$ cat config.mk
export PLATFORM = sky130hd
export DESIGN_NAME = team_08_input_conditioner
export DESIGN_NICKNAME = d
export VERILOG_FILES = /design/src/rtl/team_08_input_pkg.sv /design/src/rtl/team_08_debounce_ch.sv /design/src/rtl/team_08_input_conditioner.sv
export SDC_FILE = /design/constraint.sdc
export NUM_CORES = 1
export LEC_CHECK = 0
export ABC_CLOCK_PERIOD_IN_PS = 6300
export BUFFER_PORTS_ARGS = -buffer_cell sky130_fd_sc_hd__buf_2
export CAP_MARGIN = 15
export CORE_ASPECT_RATIO = 2
export CORE_MARGIN = 3
export CORE_UTILIZATION = 25
export CTS_BUF_LIST = sky130_fd_sc_hd__clkbuf_8 sky130_fd_sc_hd__clkbuf_16
export CTS_CLUSTER_SIZE = 12
export DETAILED_ROUTE_END_ITERATION = 16
export SETUP_SLACK_MARGIN = 0.2
export SLEW_MARGIN = 0
export SYNTH_ARGS = -nofsm -noshare
export SYNTH_HDL_FRONTEND = slang
export SYNTH_SLANG_ARGS = --single-unit
$ cat constraint.sdc
create_clock -name clk -period 6.3 [get_ports clk]
set_clock_uncertainty 0.1 [all_clocks]
set_input_delay 0.315 -clock clk [delete_from_list [all_inputs] [get_ports clk]]
set_output_delay 0.315 -clock clk [all_outputs]
set_load 0.01 [all_outputs]
$ cat src/rtl/team_08_input_pkg.sv
// rtl/team_08_input_pkg.sv - shared types and defaults for the input conditioner
package team_08_input_pkg;

    typedef enum logic [1:0] {
        STABLE_LO,
        ARM_HI,
        STABLE_HI,
        ARM_LO
    } deb_state_t;

    localparam int SYNC_STAGES_DEFAULT = 2;
    localparam int DEB_CYCLES_DEFAULT  = 10000;
    localparam int HOLD_CYCLES_DEFAULT = 50000;

endpackage

$ cat src/rtl/team_08_debounce_ch.sv
// rtl/team_08_debounce_ch.sv - one-input synchronizer plus debounce state machine
module team_08_debounce_ch
    import team_08_input_pkg::*;
#(
    parameter int SYNC_STAGES     = SYNC_STAGES_DEFAULT,
    parameter int DEBOUNCE_CYCLES = DEB_CYCLES_DEFAULT
) (
    input  logic clk,
    input  logic reset,
    input  logic raw,
    output logic level,
    output logic rise,
    output logic fall
);

    localparam int CW = $clog2(DEBOUNCE_CYCLES) + 1;
    localparam logic [CW-1:0] CNT_LAST = CW'(DEBOUNCE_CYCLES - 1);

    logic [SYNC_STAGES-1:0] sync_q;
    logic                   sync_x;
    deb_state_t             state, state_next;
    logic [CW-1:0]          cnt, cnt_next;
    logic                   level_q, level_next;

    assign sync_x = sync_q[SYNC_STAGES-1];
    assign level  = level_q;

    always_ff @(posedge clk) begin
        if (!reset) begin
            sync_q  <= '0;
            state   <= STABLE_LO;
            cnt     <= '0;
            level_q <= 1'b0;
        end else begin
            sync_q  <= {sync_q[SYNC_STAGES-2:0], raw};
            state   <= state_next;
            cnt     <= cnt_next;
            level_q <= level_next;
        end
    end

    // rise/fall are strobes for the edge on which level_q is about to change
    always_comb begin
        state_next = state;
        cnt_next   = cnt;
        level_next = level_q;
        rise       = 1'b0;
        fall       = 1'b0;
        case (state)
            STABLE_LO: begin
                if (sync_x) begin
                    state_next = ARM_HI;
                    cnt_next   = '0;
                end
            end
            ARM_HI: begin
                if (!sync_x) begin
                    state_next = STABLE_LO;
                end else if (cnt == CNT_LAST) begin
                    state_next = STABLE_HI;
                    level_next = 1'b1;
                    rise       = 1'b1;
                end else begin
                    cnt_next = cnt + CW'(1);
                end
            end
            STABLE_HI: begin
                if (!sync_x) begin
                    state_next = ARM_LO;
                    cnt_next   = '0;
                end
            end
            ARM_LO: begin
                if (sync_x) begin
                    state_next = STABLE_HI;
                end else if (cnt == CNT_LAST) begin
                    state_next = STABLE_LO;
                    level_next = 1'b0;
                    fall       = 1'b1;
                end else begin
                    cnt_next = cnt + CW'(1);
                end
            end
            default: state_next = STABLE_LO;
        endcase
    end

endmodule

$ cat src/rtl/team_08_input_conditioner.sv
// rtl/team_08_input_conditioner.sv - debounced jump/mode/soft-reset front end
module team_08_input_conditioner
    import team_08_input_pkg::*;
#(
    parameter int SYNC_STAGES     = SYNC_STAGES_DEFAULT,
    parameter int DEBOUNCE_CYCLES = DEB_CYCLES_DEFAULT,
    parameter int HOLD_CYCLES     = HOLD_CYCLES_DEFAULT
) (
    input  logic clk,
    input  logic reset,
    input  logic up_raw,
    input  logic mode_raw,
    input  logic srst_raw,
    output logic up_level,
    output logic up_pulse,
    output logic up_hold,
    output logic mode_sel,
    output logic mode_changed,
    output logic soft_rst_n
);

    localparam int HW = $clog2(HOLD_CYCLES) + 1;
    localparam logic [HW-1:0] HOLD_MAX = HW'(HOLD_CYCLES);

    logic          up_rise, up_fall;
    logic          mode_rise, mode_fall;
    logic          srst_level, srst_rise, srst_fall;
    logic [HW-1:0] hold_cnt;
    logic          srst_unused;

    team_08_debounce_ch #(.SYNC_STAGES(SYNC_STAGES), .DEBOUNCE_CYCLES(DEBOUNCE_CYCLES)) u_up (
        .clk(clk), .reset(reset), .raw(up_raw),
        .level(up_level), .rise(up_rise), .fall(up_fall)
    );

    team_08_debounce_ch #(.SYNC_STAGES(SYNC_STAGES), .DEBOUNCE_CYCLES(DEBOUNCE_CYCLES)) u_mode (
        .clk(clk), .reset(reset), .raw(mode_raw),
        .level(mode_sel), .rise(mode_rise), .fall(mode_fall)
    );

    team_08_debounce_ch #(.SYNC_STAGES(SYNC_STAGES), .DEBOUNCE_CYCLES(DEBOUNCE_CYCLES)) u_srst (
        .clk(clk), .reset(reset), .raw(srst_raw),
        .level(srst_level), .rise(srst_rise), .fall(srst_fall)
    );

    assign srst_unused = srst_rise | srst_fall;

    // Counting starts the cycle after up_level rises; clears on the falling edge itself
    always_ff @(posedge clk) begin
        if (!reset) begin
            hold_cnt     <= '0;
            up_pulse     <= 1'b0;
            mode_changed <= 1'b0;
        end else begin
            up_pulse     <= up_rise;
            mode_changed <= mode_rise | mode_fall;
            if (!up_level || up_fall) begin
                hold_cnt <= '0;
            end else if (hold_cnt != HOLD_MAX) begin
                hold_cnt <= hold_cnt + HW'(1);
            end
        end
    end

    assign up_hold    = (hold_cnt == HOLD_MAX);
    assign soft_rst_n = ~srst_level;

endmodule
**After elaboration in Yosys (flattened, before gate mapping)**

Index checks and enable logic that the tools add are counted.

- Register bits: 79
- Input bits: 5
- Output and inout bits: 6
- Logic and storage cells: 141

- $add $sub $neg: 4
- Equality and inequality tests: 38
- Mux-type cells: 62
- Bitwise operators: 3
- Reductions and logical operators: 19

Operator list:

| kind | count |
|---|---|
| 15-bit two-way mux | 15 |
| 15-bit case mux with 4 select lines | 3 |
| 15-bit by 1-bit adder with 15-bit output (second input constant) | 3 |
| 15-bit by 14-bit == test with 1-bit output (second input constant) | 3 |
| 2-bit two-way mux | 18 |
| 2-bit by 1-bit inequality test with 1-bit output (second input constant) | 12 |
| 2-bit case mux with 4 select lines | 3 |
| 4-bit AND reduction | 6 |
| 1-bit two-way mux | 20 |
| 17-bit by 1-bit adder with 17-bit output (second input constant) | 1 |
| 17-bit by 16-bit == test with 1-bit output (second input constant) | 1 |
| 17-bit by 16-bit inequality test with 1-bit output (second input constant) | 1 |
| 5-bit AND reduction | 3 |
| 2-bit == test (second input constant) | 6 |
| 2-bit inequality test (second input constant) | 6 |
| 3-bit by 1-bit inequality test with 1-bit output (second input constant) | 3 |
| 3-bit inequality test (second input constant) | 3 |
| 2-bit by 1-bit == test with 1-bit output (second input constant) | 3 |
| 2-bit logical NOT | 3 |
| 1-bit case mux with 2 select lines | 3 |
| 2-bit nonzero test | 3 |
| 3-bit AND reduction | 1 |
| 1-bit inverter | 2 |
| 2-bit OR reduction | 1 |
| 3 further kinds | 3 |

**Longest topological paths before layout**

Gate-level depths: netlist (run 1).

- Word-level depth: 6
- Gate-level depth with buffers: 7

**Modules after synthesis**

From an unflattened synthesis (run 1), not the netlist that was laid out.

- Cells, all modules: 409
- Area total of the unflattened synthesis: 3,661.0 um^2

By module, submodules not included:

| module | instances | cells each | area an instance (um^2) | sequential area each (um^2) |
|---|---|---|---|---|
| team_08_debounce_ch at u_mode ... | 2 | 108 | 938.4 | 400.4 |
| team_08_debounce_ch at u_up | 1 | 100 | 914.6 | 400.4 |
| team_08_input_conditioner | 1 | 93 | 869.6 | 380.4 |

**Worst setup path before layout (run 1)**

OpenSTA, ideal clock, no wires.

- Kind: register -> register
- Start: register u_mode.cnt[0]
- End: register u_mode.cnt[0]
- Data arrival time: 1.782 ns
- Slack: 4.292 ns
- Cell stages (with the launch flop): 6
- Path buffers: 0
- Period minus slack after synthesis: 2.008 ns
- Cell sequence: dfxtp_1 > ha_1 > or4b_1 > nor4_4 > nor2_1 > mux2i_1

- Cells in the longest elaborated chain, start to end: 4

RTL lines:

| item | RTL line | text |
|---|---|---|
| start: declaration | team_08_debounce_ch.sv:22 | `logic [CW-1:0] cnt, cnt_next;` |
| start signal: assignment | team_08_debounce_ch.sv:37 | `cnt <= cnt_next;` |
| 15-bit by 1-bit adder with 15-bit output / 15-bit by 14-bit == test with 1-bit output (equally long branches) | n/a |  |
| 15-bit two-way mux (*) | team_08_debounce_ch.sv:59, team_08_debounce_ch.sv:76 |  |
| 15-bit two-way mux (on tied branches) | team_08_debounce_ch.sv:74, team_08_debounce_ch.sv:57 |  |
| 15-bit case mux with 4 select lines (*) | team_08_debounce_ch.sv:49 | `case (state)` |

Every way passes the cells marked *; elsewhere a longest branch is shown, timed or not. The select of a mux whose other input is x is not followed.
A chain may end at the register's enable or synchronous reset.

**Worst setup path after layout (run 1)**

- Start: register u_mode.cnt[0]
- End: register u_mode.cnt[3]

Same word-level chain as after synthesis.

==> results.md, run 1 <==
- Outcome: finished clean
- Async SR Flop Fraction: 0
- Worst-skew pair later-pin latency: 0.34 ns
- Buf+Inv Stages, Crit Path: 0
- Half-perimeter wire length after placement: just over 6000 um
- Hold_sp: srst_raw
- Leakage: 1.34 nW
- Clk slew on worst S/H paths: ~0.07 ns
- Compound-Gate Fraction of Synth Area: 0.134
- Avg Inst Size Synth: 8.47 um^2
- Sequential element share of the synthesized area: 0.417
- Die Y: ~180 um
- Net Count, Synth: ~460
- Avg WL per Cell: approximately 13 um
- Setup Fix Bufs, Post-CTS: 0
- Total power: 1.04 mW
- CTS root buf: clkbuf_16
- Max Cap Violations: 0
- Hold Crit Class: input port to register
- CP max stage delay: between 0.5 and 0.6 ns
- Routed Antenna Nets: 0
- Post-Synth XOR/XNOR Area: 0.0646
- Setup_tns: 0 ns
- RR Endpoint: u_mode.cnt[3]$_SDFFE_PN0P_
- Cell count after synthesis: ~450
- Post-synth EDFFs: 0
- Die W: 93.1 um
- Largest net degree at the start of global routing: 37
- Rel. slew slack: 0.553
- Cell taking the most area after synthesis: dfxtp_1
- Final worst-path cycle share: 0.354
- Initial core utilization: 0.256
- Worst path depth: 5
- Cts hold-fix bufs: 0
- Final Non-Filler Cells: 654
- Required @ worst endpoint: 6.46 ns
- Final WL: 8470 um
- H-tree depth: 3
- CTS tree: done
- Cts bufs inserted: 9
- Post-synth top area share: 0.417
- First-pass detailed-route iteration total: 6
- CP arrival: 2.39 ns
- Top FF cell, synth: dfxtp_1
- DR vias: 3296
- RSZ-0062 raised after global routing: no
- Worst Tran Pin Value: 0.669 ns
- Crit Path Class: register to register
- # DRC: 0
- Type of destination of the critical path: register
- Worst setup margin: roughly 4.1 ns
- Global-route wire length before repair: 14600 um
- CORE AREA: between 0.01 and 0.015 mm^2
- Buffer depth of the longest clock path: 2
- Final Hold Viols: 0
- Synth cell types: 44
- Port bufs: 10
- Synth area leaders: dfxtp_1 42%, xnor2_1 3.9%, a21oi_1 3.8%
- Critical path peak fanout: 10
- Maximum vdd drop: 0.000159 V
- Synth Area in Adders: 0.0165
- Reg2reg setup slack: 4.07 ns
- Pwr/cell area: 240 mW/mm^2
- Fin. max-slew vios: 0
- Worst Setup EP: u_mode.cnt[3]$_SDFFE_PN0P_
- Worst Reg-to-Reg Cells: 5
- Post-synthesis mux area share: 0.0188
- Yosys warns: 0
- Grt ovf: 0
- RePlAce Congestion: 0.790
- Synth Register Bits: 79
- Overall Global Routing Usage: 0.106
- CP startpoint kind: register
- Family with the most delay on the worst path: simple AND/OR/NAND/NOR gates
- DRT iter0 DRCs: 169
- Post-cts repair resize count: 0
- Final nets: 464
- Initial antenna violation count: 0
- Simple-gate area share of the yosys netlist: 0.316
- Critical-path cell list: ha_1, or4b_1, nor4_4, nor2_1, o22ai_1
- Post-route minimum period: 2.23 ns
- Synthesized area: 0.00379 mm^2
- # diodes: 0
- Die area: between 0.015 and 0.02 mm^2
- Row cnt: 63
- Hold WS: 0.0779 ns
- Worst flop-to-flop path startpoint: u_mode.cnt[0]$_SDFFE_PN0P_
- Max Fclk: between 400 and 500 MHz
- Clock Sinks: 79
- Largest family of logic cells by synthesized area: simple AND/OR/NAND/NOR gates
- Top-level port count: 11
- Layout cell share with drive strength beyond 1: 0.0741
- Area growth syn-to-layout: 14.1%
- Drt via density: 5.04
- Crit path from: u_mode.cnt[0]$_SDFFE_PN0P_
- Vias in the first global route: 3244
- Placed insts: 638
- Pre-CTS setup slack: 4.06 ns
- CP max stage cell: or4b_1
- Endpoints failing setup: 0
[kinds of logic (layout without fill, tap and decap cells)]
group	count (synthesis)	count (layout)
mux	7	7
simple gates	212	212
fa+ha+maj	5	5
buf+inv	33	44
compound gates	84	84
flops	79	79
xor+xnor	28	28
[worst min path at each step]
| stage | end | slack (ns) | depth (start not counted) |
|---|---|---|---|
| global route | u_srst.sync_q[0]$_SDFF_PN0_ | 0.09 | 2 |
| floorplan | u_mode.sync_q[1]$_SDFF_PN0_ | 0.31 | 1 |
| finish | u_srst.sync_q[0]$_SDFF_PN0_ | 0.08 | 2 |
| global placement | u_srst.sync_q[1]$_SDFF_PN0_ | 0.31 | 1 |
| detailed placement | u_srst.sync_q[1]$_SDFF_PN0_ | 0.32 | 1 |
| CTS | u_srst.sync_q[0]$_SDFF_PN0_ | 0.07 | 2 |
[metrics by stage]
stage          area [um^2]  utilization
2_1_floorplan         3790            -
5_1_grt               4330        0.292
6_report              4330        0.292
3_3_place_gp          4040        0.273
4_1_cts               4330        0.292
3_5_place_dp          4040        0.273
[registers in the layout (all words and copies together), names as in the netlist, named ones only]
register       cells
hold_cnt          17
u_mode.sync_q      2
u_srst.sync_q      2
u_up.sync_q        2
u_up.state         1
u_srst.cnt        15
up_pulse           1
u_srst.level       1
mode_changed       1
u_up.cnt          15
u_mode.level       1
u_up.level         1
u_mode.cnt        15
u_srst.state       1
u_mode.state       1
[where the power goes]
group | internal, mW | leakage, nW | total [mW] | switching, mW
Combinational | 0.00812 | 0.571 | 0.0259 | 0.0178
Sequential | 0.503 | 0.638 | 0.508 | 0.00462
Clock | 0.275 | 0.135 | 0.505 | 0.230
[routing by layer]
layer | share of wire | global-route usage
met5 | 0 | 0
met4 | 0.026 | 0.0511
met3 | 0.031 | 0.0247
met2 | 0.55 | 0.201
met1 | 0.39 | 0.104
[layout by cell type, fill, tap and decap left out, types with 10 or more instances in the layout]
master / netlist / final
a21oi_1: 29 / 29
and2_1: 13 / 13
buf_2: 1 / 10
dfxtp_1: 79 / 79
inv_1: 14 / 14
nand2_1: 38 / 38
nand3_1: 24 / 24
nand4_1: 23 / 23
nor2_1: 30 / 30
nor3_1: 11 / 11
o21ai_0: 23 / 23
or3_1: 17 / 17
xnor2_1: 17 / 17
xor2_1: 11 / 11
[layout make-up]
| class | count | area (um^2) |
|---|---|---|
| Inverter | 15 | 56.3 |
| Sequential cell | 79 | 1580 |
| Tap cell | 195 | 244 |
| Clock inverter | 7 | 61.3 |
| Timing Repair Buffer | 13 | 72.6 |
| Multi-Input combinational cell | 336 | 2090 |
| Fill cell | 1637 | 10500 |
| Clock buffer | 9 | 225 |
[synth_stat cells, drive strengths merged (5+ instances only)]
cell type and n:
dfxtp 79, nand2 38, nor2 30, a21oi 29
nand3 24, o21ai 24, nand4 23, clkbuf 17
or3 17, xnor2 17, inv 14, and2 13
nor3 11, xor2 11, and3 8, o211ai 8
or4 8, and4 7, nor4 7, mux2i 6
nand2b 6, nor4b 6, ha 5, nand3b 5
No activity file was read; power rests on OpenSTA's default activity.
==> inputs of run 2 (changes only) <==
- ABC_CLOCK_PERIOD_IN_PS: 6300 -> 2190
- clock period: 6.3 -> 2.19 ns (I/O delays scaled with it)
==> results.md, run 2 (synthesis results as in run 1) <==
- H-tree depth: 3 (unchanged)
- Rel. slew slack: 0.649 (was 0.553)
- Vias in the first global route: 3478 (was 3244)
- Initial core utilization: 0.256 (unchanged)
- CP arrival: 2.11 ns (was 2.39 ns)
- Setup_tns: 0 ns (unchanged)
- Most flop-heavy register: hold_cnt (unchanged)
- # diodes: 0 (unchanged)
- CTS tree: done (unchanged)
- Leakage: 1.46 nW (was 1.34 nW)
- Worst Tran Pin Value: 0.524 ns (was 0.669 ns)
- DR vias: 3400 (was 3296)
- Die W: 93.1 um (unchanged)
- First-pass detailed-route iteration total: 4 (was 6)
- Max Cap Violations: 0 (unchanged)
- CP max stage delay: 0.54 ns (was 0.51 ns)
- Area growth syn-to-layout: 19.9% (was 14.1%)
- Endpoints failing setup: 0 (unchanged)
- Pwr/cell area: 673 mW/mm^2 (was 240 mW/mm^2)
- Hold WS: 0.0658 ns (was 0.0779 ns)
- RePlAce Congestion: 0.849 (was 0.790)
- Initial antenna violation count: 0 (unchanged)
- Drt via density: 5.05 (was 5.04)
- Final nets: 484 (was 464)
- CORE AREA: 0.0148 mm^2 (unchanged)
- RSZ-0062 raised after global routing: yes (was no)
- Hold Crit Class: input port to register (unchanged)
- Row cnt: 63 (unchanged)
- Worst-skew pair later-pin latency: 0.34 ns (about the same)
- Overall Global Routing Usage: 0.112 (was 0.106)
- Buffer depth of the longest clock path: 2 (unchanged)
- Type of destination of the critical path: register (unchanged)
- Clk slew on worst S/H paths: 0.06 ns (was 0.07 ns)
- CTS root buf: clkbuf_16 (unchanged)
- Maximum vdd drop: 0.000378 V (was 0.000159 V)
- Final worst-path cycle share: 0.890 (was 0.354)
- Final Core Density: 0.307 (was 0.292)
- Avg WL per Cell: 13.5 um (was 12.9 um)
- Critical-path cell list: ha_1, inv_1, or4b_1, a211oi_1, mux2i_1 (was ha_1, or4b_1, nor4_4, nor2_1, o22ai_1)
- Family with the most delay on the worst path: simple AND/OR/NAND/NOR gates (unchanged)
- Largest net degree at the start of global routing: 18 (was 37)
- Seq. cell area: 0.00159 mm^2 (was 0.00158 mm^2)
- Clock Sinks: 79 (unchanged)
- Final WL: 9060 um (was 8470 um)
- Most common cell after layout, fill and taps aside: dfxtp_1 (unchanged)
- Max Fclk: 513 MHz (was 448 MHz)
- Critical path peak fanout: 5 (was 10)
- Grt ovf: 0 (unchanged)
- Port bufs: 10 (unchanged)
- Half-perimeter wire length after placement: 6630 um (was 6210 um)
- Post-route minimum period: 1.95 ns (was 2.23 ns)
- Required @ worst endpoint: 2.35 ns (was 6.46 ns)
- Die Y: 180 um (unchanged)
- CP startpoint kind: register (unchanged)
- Commonest cells after routing, fill and taps aside: 75 x dfxtp_1, 38 x nand2_1, 30 x nor2_1, 29 x a21oi_1, 24 x nand3_1 (was 79 x dfxtp_1, 38 x nand2_1, 30 x nor2_1, 29 x a21oi_1, 24 x nand3_1)
- Buf+Inv Stages, Crit Path: 1 (was 0)
- Top-level port count: 11 (unchanged)
- CP max stage cell: or4b_1 (unchanged)
- Die area: 0.0168 mm^2 (unchanged)
- Global-route wire length before repair: 15500 um (was 14600 um)
- # fillers: 1612 (was 1637)
- Routed Antenna Nets: 0 (unchanged)
- Cts bufs inserted: 9 (unchanged)
- Crit Path Class: register to register (unchanged)
- Final Hold Viols: 0 (unchanged)
- Outcome: finished clean (unchanged)
- DRT iter0 DRCs: 142 (was 169)
- Layout cell share with drive strength beyond 1: 0.130 (was 0.0741)
- Fin. max-slew vios: 0 (unchanged)
- # DRC: 0 (unchanged)
- Area occupied by multi-input gates: 0.00213 mm^2 (was 0.00209 mm^2)
- Number of flip-flops in the largest register: 17 (unchanged)
-- run 2: cell types whose count changed in the layout (fill, tap and decap cells not counted), sizes merged, moves of 2 or more --
cell and change:
clkbuf +2, inv -4, buf +17, dlygate4sd3 +3
-- run 2: power breakdown --
part	internal (mW)	leakage (nW)	total, mW	switching [mW]
Sequential	1.45	0.640	1.46	0.0118
Clock	0.932	0.149	1.51	0.579
Combinational	0.0351	0.670	0.0904	0.0554
-- run 2: path summary, 6_finish.rpt --
| check | to | from | slack (ns) | cells past startpoint |
|---|---|---|---|---|
| setup reg to reg | u_srst.cnt[10]$_SDFFE_PN0P_ | u_srst.cnt[0]$_SDFFE_PN0P_ | 0.24 | 5 |
| setup / recovery | u_srst.cnt[10]$_SDFFE_PN0P_ | u_srst.cnt[0]$_SDFFE_PN0P_ | 0.24 | 5 |
| hold reg to reg | u_srst.sync_q[1]$_SDFF_PN0_ | u_srst.sync_q[0]$_SDFF_PN0_ | 0.33 | 1 |
| hold / removal | u_srst.cnt[1]$_SDFFE_PN0P_ | reset | 0.07 | 3 |
-- run 2: layout make-up --
| class | instances | area share |
|---|---|---|
| Multi-Input combinational cell | 336 | 0.468 |
| Sequential cell | 79 | 0.349 |
| Clock buffer | 11 | 0.0556 |
| Tap cell | 195 | 0.0536 |
| Timing Repair Buffer | 33 | 0.0506 |
| Inverter | 15 | 0.0124 |
| Clock inverter | 4 | 0.0102 |
-- run 2: metal layers --
metal,up-vias,wire (um),part of all wire,track usage
met2,45,5100,0.56,0.213
met1,1637,3570,0.39,0.112
met4,0,217,0.024,0.0534
met3,19,165,0.018,0.0217
li1,1699,-,-,-
met5,-,0,0,0
-- run 2: timing repair --
action                                 CTS  global route
resized for setup                        1            14
hold buffers                             3             0
buffers inserted                         2             3
endpoints found under the hold margin    3             0
setup endpoints to repair                5            16
pin swaps                                0             4
-- run 2: stage by stage --
| stage | power, mW | instance area, um^2 | setup WS [ns] | cells |
|---|---|---|---|---|
| final | 3.06 | 4550 | 0.241 | 673 |
| after global routing | 3.15 | 4550 | 0.164 | 673 |
| after CTS | 3.09 | 4480 | 0.214 | 670 |
| after detailed placement | 1.58 | 4130 | 0.174 | 650 |
| after global placement | 1.57 | 4130 | 0.267 | 650 |
| after floorplan | 1.54 | 3790 | 0.302 | 448 |
-- run 2: tightest hold or removal path: cells and delay by family --
kind | cells | cell delay, ns
buf+inv | 1 | 0.18
simple gates | 1 | 0.09
compound gates | 1 | 0.07
==> inputs of run 3 (changes only) <==
==> constraint.sdc (replaced) <==
create_clock -name clk -period 2.19 [get_ports clk]
set_clock_uncertainty 0.1 [all_clocks]
set_input_delay 0.438 -clock clk [delete_from_list [all_inputs] [get_ports clk]]
set_output_delay 0.438 -clock clk [all_outputs]
set_load 0.01 [all_outputs]
==> results.md, run 3 (synthesis results as in run 1) <==
- Clk slew on worst S/H paths: 0.06 ns (about the same)
- Die area: 0.0168 mm^2 (unchanged)
- CP startpoint kind: register (unchanged)
- Avg WL per Cell: 13.4 um (was 13.5 um)
- Top-level port count: 11 (unchanged)
- Rel. slew slack: 0.630 (was 0.649)
- Clock power share: 0.499 (was 0.494)
- Type of destination of the critical path: primary output (was register)
- Fin. max-slew vios: 0 (unchanged)
- Reg2reg setup slack: 0.25 ns (was 0.24 ns)
- Hold_sp: srst_raw (was reset)
- Number of flip-flops in the largest register: 17 (unchanged)
- Switching power total: 641 uW (was 646 uW)
- Drt via density: 5.09 (was 5.05)
- Placed cell areas: 0.00416 mm^2 (was 0.00413 mm^2)
- Commonest cells after routing, fill and taps aside: 75 x dfxtp_1, 38 x nand2_1, 30 x nor2_1, 29 x a21oi_1, 24 x nand3_1 (unchanged)
- Crit Path Class: register to primary output (was register to register)
- Pwr/cell area: 675 mW/mm^2 (was 673 mW/mm^2)
- Max Cap Violations: 0 (unchanged)
- Required @ worst endpoint: 1.65 ns (was 2.35 ns)
- Critical path peak fanout: 2 (was 5)
- Most flop-heavy register: hold_cnt (unchanged)
- RSZ-0062 raised after global routing: yes (unchanged)
- DRT iter0 DRCs: 152 (was 142)
- Initial core utilization: 0.256 (unchanged)
- Outcome: finished clean (unchanged)
- Worst Reg-to-Reg Cells: 6 (was 5)
- Clock Sinks: 79 (unchanged)
- Largest net degree at the start of global routing: 30 (was 18)
- Worst-skew pair later-pin latency: 0.34 ns (about the same)
- First-pass detailed-route iteration total: 4 (unchanged)
- Die W: 93.1 um (unchanged)
- Cell internal pwr: 2.45 mW (was 2.41 mW)
- Cts hold-fix bufs: 0 (was 3)
- Hold Crit Class: input port to register (unchanged)
- Row cnt: 63 (unchanged)
- H-tree depth: 3 (unchanged)
- Die Y: 180 um (unchanged)
- Vias in the first global route: 3395 (was 3478)
- Leakage: 1.49 nW (was 1.46 nW)
- Placed insts: 652 (was 650)
- Max Fclk: 512 MHz (was 513 MHz)
- Hold WS: 0.208 ns (was 0.0658 ns)
- Sw frac: 0.208 (was 0.211)
- # DRC: 0 (unchanged)
- RePlAce Congestion: 0.814 (was 0.849)
- Final WL: 9000 um (was 9060 um)
- CTS tree: done (unchanged)
- Total power: 3.09 mW (was 3.06 mW)
- Sequential power share: 0.472 (was 0.477)
- Worst flop-to-flop path startpoint: hold_cnt[0]$_SDFFE_PP0N_ (was u_srst.cnt[0]$_SDFFE_PN0P_)
- Final Hold Viols: 0 (unchanged)
- Cts bufs inserted: 9 (unchanged)
- Final nets: 482 (was 484)
- Number of cells on the worst hold path: 2 (was 3)
- Final instance area: 0.00457 mm^2 (was 0.00455 mm^2)
- Buffer depth of the longest clock path: 2 (unchanged)
- Global-route wire length before repair: 15300 um (was 15500 um)
- Maximum vdd drop: 0.000376 V (was 0.000378 V)
- Half-perimeter wire length after placement: 6570 um (was 6630 um)
- Grt ovf: 0 (unchanged)
- Setup_tns: 0 ns (unchanged)
- Port bufs: 10 (unchanged)
- Final worst-path cycle share: 0.891 (was 0.890)
- Area growth syn-to-layout: 20.5% (was 19.9%)
- Worst Tran Pin Value: 0.551 ns (was 0.524 ns)
- Endpoints failing setup: 0 (unchanged)
- Post-route minimum period: 1.95 ns (about the same)
- RR Endpoint: hold_cnt[16]$_SDFFE_PP0N_ (was u_srst.cnt[10]$_SDFFE_PN0P_)
- Overall Global Routing Usage: 0.112 (about the same)
- Gate power share: 0.029 (was 0.030)
- CTS root buf: clkbuf_16 (unchanged)
- CORE AREA: 0.0148 mm^2 (unchanged)
- Final Non-Filler Cells: 672 (was 673)
- CP arrival: 1.41 ns (was 2.11 ns)
- Hold EP: u_srst.sync_q[0]$_SDFF_PN0_ (was u_srst.cnt[1]$_SDFFE_PN0P_)
- # diodes: 0 (unchanged)
- Layout cell share with drive strength beyond 1: 0.140 (was 0.130)
- DR vias: 3421 (was 3400)
- Routed Antenna Nets: 0 (unchanged)
- Initial antenna violation count: 0 (unchanged)
- Most common cell after layout, fill and taps aside: dfxtp_1 (unchanged)
==> run 3: cell types whose count changed in the layout (fill, tap and decap cells not counted), sizes merged <==
cell and change:
buf +1, dlygate4sd3 -3, clkinvlp -1, clkbuf +1, clkinv +1
==> run 3: timing repair <==
action,4_1_cts,5_1_grt
pin swaps,2,4
gates cloned,0,1
setup buffers,1,2
hold endpoints to repair,0,0
setup endpoints to repair,6,18
resized for setup,4,18
==> run 3: critical path, stage by stage (launching register included) <==
cell and delay [ns]:
dfxtp_4 0.34, inv_2 0.06, ha_4 0.12, nor4b_4 0.19, nand4_1 0.16, inv_1 0.10, buf_6 0.10
==> run 3: area by class of cell <==
type	count	area, um^2
fill	1624	10200
multi-input combinational	336	2140
sequential	79	1590
clock buffer	12	267
tap	195	244
timing repair buffer	31	228
inverter	15	56.3
clock inverter	4	43.8
==> run 3: power groups by stage <==
stage | Combinational [mW] | Sequential, mW | Clock (mW)
detailed placement | 0.0893 | 1.49 | 0
floorplan | 0.0540 | 1.49 | 0
CTS | 0.0895 | 1.46 | 1.58
global placement | 0.0876 | 1.49 | 0
global route | 0.0986 | 1.46 | 1.63
finish | 0.0886 | 1.46 | 1.54
==> run 3: how the worst max path moves through the flow <==
stage	from	slack, ns	to	cells past startpoint
2_1_floorplan	u_mode.cnt[0]$_SDFFE_PN0P_	0.30	u_mode.cnt[0]$_SDFFE_PN0P_	5
3_5_place_dp	u_mode.cnt[0]$_SDFFE_PN0P_	0.17	u_mode.cnt[0]$_SDFFE_PN0P_	5
3_3_place_gp	u_mode.cnt[0]$_SDFFE_PN0P_	0.25	u_mode.cnt[0]$_SDFFE_PN0P_	5
4_1_cts	hold_cnt[0]$_SDFFE_PP0N_	0.17	up_hold	6
6_report	hold_cnt[1]$_SDFFE_PP0N_	0.24	up_hold	6
5_1_grt	hold_cnt[1]$_SDFFE_PP0N_	0.15	up_hold	6
==> run 3: metal layers <==
layer	GRT usage	share of wire
met1	0.112	0.37
met5	0	0
met2	0.208	0.56
met3	0.0247	0.035
met4	0.0599	0.031
==> run 3: per-stage QoR <==
stage | setup WS [ns] | utilization
floorplan | 0.302 | -
global placement | 0.250 | 0.281
finish | 0.239 | 0.309
CTS | 0.174 | 0.304
global route | 0.153 | 0.309
detailed placement | 0.166 | 0.281
